**src/rtl/nes_pxl_palette_pipe.sv**
```systemverilog
// Pixel-composition stage: resolves background/sprite priority, addresses the
// palette ROM, registers the returned colour index and keeps the video strobes
// and sprite-zero-hit flag aligned with the two-stage pixel pipeline.
module nes_pxl_palette_pipe #(
  parameter logic [5:0] BLANK_IDX = 6'h0F,
  parameter logic [5:0] GREY_MASK = 6'h30
) (
  input  logic       clk,
  input  logic       rst_n,
  input  logic       vis_in,
  input  logic       hsync_in,
  input  logic       vsync_in,
  input  logic [1:0] bg_color,
  input  logic [1:0] bg_pal,
  input  logic       sp_en,
  input  logic [1:0] sp_color,
  input  logic [1:0] sp_pal,
  input  logic       sp_prio,
  input  logic       sp_zero,
  input  logic       greyscale,
  output logic [4:0] pal_addr,
  input  logic [7:0] pal_dout,
  output logic [5:0] col_idx,
  output logic       vis_out,
  output logic       hsync_out,
  output logic       vsync_out,
  output logic       spr0_hit
);

  localparam int unsigned ADDR_W = 5;
  localparam int unsigned COL_W  = 6;

  // Stage-1 registers
  logic [ADDR_W-1:0] r_pal_addr;
  logic              r_vis1;
  logic              r_hs1;
  logic              r_vs1;
  logic              r_grey1;
  logic              r_vs_prev;
  logic              r_spr0;

  // Stage-2 registers
  logic [COL_W-1:0]  r_col_idx;
  logic              r_vis2;
  logic              r_hs2;
  logic              r_vs2;

  // Combinational decode
  logic              w_bg_op;
  logic              w_sp_op;
  logic              w_sp_win;
  logic [ADDR_W-1:0] w_addr;
  logic              w_vs_rise;
  logic              w_hit;
  logic [COL_W-1:0]  w_col;
  logic              w_pal_unused;

  // Palette bits above the 6-bit colour index carry no meaning here
  assign w_pal_unused = ^pal_dout[7:6];

  // Priority/transparency resolution and sprite-zero qualification
  always_comb begin
    w_bg_op   = 1'b0;
    w_sp_op   = 1'b0;
    w_sp_win  = 1'b0;
    w_addr    = '0;
    w_vs_rise = 1'b0;
    w_hit     = 1'b0;

    w_bg_op   = (bg_color != 2'b00);
    w_sp_op   = sp_en && (sp_color != 2'b00);
    w_sp_win  = w_sp_op && (!w_bg_op || !sp_prio);

    if (w_sp_win) begin
      w_addr = {1'b1, sp_pal, sp_color};
    end else if (w_bg_op) begin
      w_addr = {1'b0, bg_pal, bg_color};
    end

    w_vs_rise = vsync_in && !r_vs_prev;
    w_hit     = vis_in && sp_zero && w_bg_op && w_sp_op;
  end

  // Colour index for stage 2: blank outside the active area, greyscale mask inside
  always_comb begin
    w_col = BLANK_IDX;
    if (r_vis1) begin
      w_col = r_grey1 ? (pal_dout[COL_W-1:0] & GREY_MASK) : pal_dout[COL_W-1:0];
    end
  end

  // Stage 1: palette address, strobe/greyscale copies, sticky sprite-zero hit
  always_ff @(posedge clk or negedge rst_n) begin
    if (!rst_n) begin
      r_pal_addr <= '0;
      r_vis1     <= 1'b0;
      r_hs1      <= 1'b0;
      r_vs1      <= 1'b0;
      r_grey1    <= 1'b0;
      r_vs_prev  <= 1'b0;
      r_spr0     <= 1'b0;
    end else begin
      r_pal_addr <= w_addr;
      r_vis1     <= vis_in;
      r_hs1      <= hsync_in;
      r_vs1      <= vsync_in;
      r_grey1    <= greyscale;
      r_vs_prev  <= vsync_in;
      // A new frame clears the flag even if the same pixel would set it
      if (w_vs_rise) begin
        r_spr0 <= 1'b0;
      end else if (w_hit) begin
        r_spr0 <= 1'b1;
      end
    end
  end

  // Stage 2: registered colour index and strobes
  always_ff @(posedge clk or negedge rst_n) begin
    if (!rst_n) begin
      r_col_idx <= BLANK_IDX;
      r_vis2    <= 1'b0;
      r_hs2     <= 1'b0;
      r_vs2     <= 1'b0;
    end else begin
      r_col_idx <= w_col;
      r_vis2    <= r_vis1;
      r_hs2     <= r_hs1;
      r_vs2     <= r_vs1;
    end
  end

  assign pal_addr  = r_pal_addr;
  assign col_idx   = r_col_idx;
  assign vis_out   = r_vis2;
  assign hsync_out = r_hs2;
  assign vsync_out = r_vs2;
  assign spr0_hit  = r_spr0;

endmodule

```
**config.mk**
```make
export PLATFORM = sky130hd
export DESIGN_NAME = nes_pxl_palette_pipe
export DESIGN_NICKNAME = d
export VERILOG_FILES = /design/src/rtl/nes_pxl_palette_pipe.sv
export SDC_FILE = /design/constraint.sdc
export NUM_CORES = 1
export LEC_CHECK = 0
export CORE_MARGIN = 2
export CORE_UTILIZATION = 35
export DETAILED_ROUTE_END_ITERATION = 7
export PLACE_DENSITY = 0.76
export REMOVE_ABC_BUFFERS = 1
export SLEW_MARGIN = 0
export SYNTH_ARGS = -nofsm -noshare
export SYNTH_HDL_FRONTEND = slang
export SYNTH_SLANG_ARGS = --single-unit
```
**constraint.sdc**
```tcl
create_clock -name clk -period 1.2 [get_ports clk]
set_clock_uncertainty 0.2 [all_clocks]
set_input_delay 0.24 -clock clk [delete_from_list [all_inputs] [get_ports clk]]
set_output_delay 0.24 -clock clk [all_outputs]
set_load 0.01 [all_outputs]
```
==> flow_metrics.py <==
metrics = {
    "run_status": {
        "outcome": "complete, but fails checks",
        "failed_checks": "negative setup slack",
    },
    "final_layout": {
        "share_of_final_layout_standard_cells_stronger_than_drive_strength_1_pct": 35.4,
        "fin_area_sq_um": 1130,
        "synthToLayoutAreaGrowth_pct": 70.5,
        "multiInputGateArea_sq_um": 168,
        "n_antenna_cell": 0,
        "filler_cells_inserted": 134,
        "nets": 125,
        "share_of_the_core_filled_with_cells_in_the_final_layout_pct": 64.5,
        "ff_latch_area_sq_um": 480,
        "finalNonFillerCells": 124,
    },
    "logic_synthesis": {
        "seq_area_frac_synth_pct": 72.7,
        "synth.yosys.warnings": 0,
        "async_flop_share_pct": 100,
        "ys_top_cells_by_count": "15 x sky130_fd_sc_hd__dfrtp_1, 6 x sky130_fd_sc_hd__inv_1, 5 x sky130_fd_sc_hd__a21oi_1",
        "synth_area_per_cell_sq_um": 13.2,
        "synth.area.top_cells": "sky130_fd_sc_hd__dfrtp_1 57%, sky130_fd_sc_hd__dfstp_2 16%, sky130_fd_sc_hd__a21oi_1 3.8%",
        "syn_area_sq_um": 661,
        "post-synth-top-count-cell": "sky130_fd_sc_hd__dfrtp_1",
        "post_synth_inst_count": 50,
        "synth.lib_cells_used.distinct": 15,
        "ys_ff_latch": 19,
        "yosys_most_used_dff": "sky130_fd_sc_hd__dfrtp_1",
        "count_of_flip_flops_with_a_built_in_enable_after_synthesis": 0,
        "yosys.area.top_type": "sky130_fd_sc_hd__dfrtp_1",
        "synth_largest_type_area_fraction_pct": 56.8,
    },
    "critical_path": {
        "critPathRequiredTime_ns": 0.76,
        "cp_data_arrival_time_ns": 0.91,
        "critical_path_maximum_fanout": 1,
        "r2r_slack_ns": 0.06,
        "crit_path_end_kind": "output port",
        "critPathLaunchType": "flop",
        "critical_path.max_stage_delay_ns": 0.54,
        "worstPathBufferInverterCount": 1,
        "worst_path_max_delay_cell": "sky130_fd_sc_hd__dfstp_2",
        "timing.critical_path.max_delay_family": "flip-flops",
        "criticalPathCategory": "flop to output port",
        "worst_path_cell_chain": "buf_6",
    },
    "sta": {
        "timing.final.max_slew_violations": 0,
        "hold_viol": 0,
        "timing.fmax_mhz": 739,
        "grt_setup_unrepaired": "true",
        "slew-limit-headroom_pct": 83.7,
        "setup_slack_ns": -0.153,
        "timing.final.crit_share_pct": 113,
        "hold_ws_ns": 0.0918,
        "finalSetupViolations": 15,
        "worst_pin_slew_ns": 0.245,
        "layout_min_cycle_time_ns": 1.35,
    },
    "placement": {
        "numPlacedInstances": 119,
        "place_hpwl_um": 1070,
        "routability_congestion": 0.758,
        "io_buffers": 37,
        "placed_area_sq_um": 1130,
    },
    "die": {
        "initial_utilization_pct": 37.8,
        "die_area_sq_um": 2250,
        "horiz_die_dim_um": 47.4,
        "core_area_sq_um": 1750,
        "rows": 15,
        "boundaryPins": 40,
        "floorplan.die.height_um": 47.4,
    },
    "power_and_ir_drop": {
        "irDropWorstVdd_mv": 0.518,
        "power.density_nw_per_um2": 1100,
        "p_total_uw": 1240,
        "leakage_uw": 0.000536,
    },
    "route": {
        "avgViaCountPerCell": 4.37,
        "dr.pass1.iters": 4,
        "detail_route.iter0.violations": 3,
        "ant_nets": 0,
        "dr_total_vias": 542,
        "drc_errors": 0,
        "wl_per_cell_um": 11.1,
        "drt_wl_total_um": 1370,
    },
    "hold_path": {
        "min-delay-path-class": "input pin to asynchronous set/reset pin",
    },
    "clocking": {
        "clockBufferDepth": 2,
        "cts.sink_count": 19,
        "cts.reportedPaths.clkPinSlew_ns": 0.10,
        "insertion_delay_ns": 0.28,
        "clock_tree.root_cell": "sky130_fd_sc_hd__clkbuf_4",
        "hold_buffers": 0,
        "cts_inserted_buffers": 3,
        "cts_max_level": 1,
        "cts_tree": "built",
    },
    "global_routing": {
        "grt.met3_usage_pct": 1.13,
        "grt_pass1_wl_um": 2020,
        "track_usage_pct": 13.0,
        "grtUsageMet1_pct": 14.8,
        "global_route.overflow_total": 0,
        "number_of_antenna_violations_at_the_first_check_in_global_routing": 0,
        "grt_pass1_vias": 509,
        "use_met2_pct": 23.2,
        "grt_start_max_net_pins": 20,
        "top_usage_layer": "met2",
    },
    "job": {
        "max-cap-violations": 0,
    },
}
-- metrics by stage --
stage	worst slack, ns	setup TNS, ns
3_3_place_gp	-0.409	-3.71
6_report	-0.153	-0.879
2_1_floorplan	0.0470	0
5_1_grt	-0.187	-1.39
4_1_cts	-0.158	-1.00
3_5_place_dp	-0.419	-3.83
-- cell usage in the layout (no fill, tap or decap), types with 2 or more instances in the layout --
cell type,count
sky130_fd_sc_hd__dfrtp_1,15
sky130_fd_sc_hd__and2_1,2
sky130_fd_sc_hd__nor2_1,2
sky130_fd_sc_hd__buf_4,7
sky130_fd_sc_hd__buf_2,9
sky130_fd_sc_hd__buf_6,6
sky130_fd_sc_hd__a22o_1,2
sky130_fd_sc_hd__o21ai_0,4
sky130_fd_sc_hd__nand3b_1,2
sky130_fd_sc_hd__clkbuf_4,3
sky130_fd_sc_hd__dfstp_2,4
sky130_fd_sc_hd__a21oi_1,5
sky130_fd_sc_hd__clkdlybuf4s50_1,16
sky130_fd_sc_hd__dlygate4sd2_1,6
sky130_fd_sc_hd__inv_1,5
sky130_fd_sc_hd__nand2_1,2
-- cells by family after synthesis --
kind of cell           count (synthesis)  share of synthesized area [%]
AND/OR/NAND/NOR                       10                           8.33
flip-flops                            19                           72.7
AO/OA/AOI/OAI                         15                           15.5
buffers and inverters                  6                           3.41
-- what timing repair did --
action | 4_1_cts | 5_1_grt
gates resized for setup | 72 | 3
setup endpoints to repair | 18 | 15
pin swaps | 1 | 0
buffers inserted | 0 | 1
-- final cells by class --
cell class / instances / area share, %
inverters: 6 / 2.00
clock buffers: 4 / 2.33
flip-flops and latches: 19 / 42.7
multi-input cells: 25 / 14.9
repair buffers: 45 / 35.3
well taps: 25 / 2.78
-- metal layers --
layer / share of wire (%) / routed length (um) / vias up
li1: - / - / 269
met1: 38 / 520 / 244
met2: 52 / 713 / 27
met3: 8.5 / 117 / 2
met4: 1.4 / 19 / 0
met5: 0 / 0 / -
-- worst paths after layout --
kind	from	end	cells after the start
setup / recovery	col_idx[3]	col_idx[3]	1
hold / removal	rst_n	hsync_out	2
setup reg to reg	spr0_hit	spr0_hit	4
hold reg to reg	r_hs1	hsync_out	0
max in group asynchronous	rst_n	col_idx[0]	2
min in group clk	r_hs1	hsync_out	0
-- report_power, final --
part / internal (uW) / leakage (uW) / switching, uW
registers: 688 / 0.000224 / 17.1
clock network: 129 / 0.0000150 / 170
logic: 147 / 0.000298 / 90.1
total: 963 / 0.000536 / 277
-- flip-flops by register name (all words and copies together), names as in the netlist --
name	count
hsync_out	1
r_grey1	1
r_vis1	1
r_vs_prev	1
vsync_out	1
pal_addr	5
vis_out	1
col_idx	6
spr0_hit	1
r_hs1	1
(Power assumes the default switching activity.)
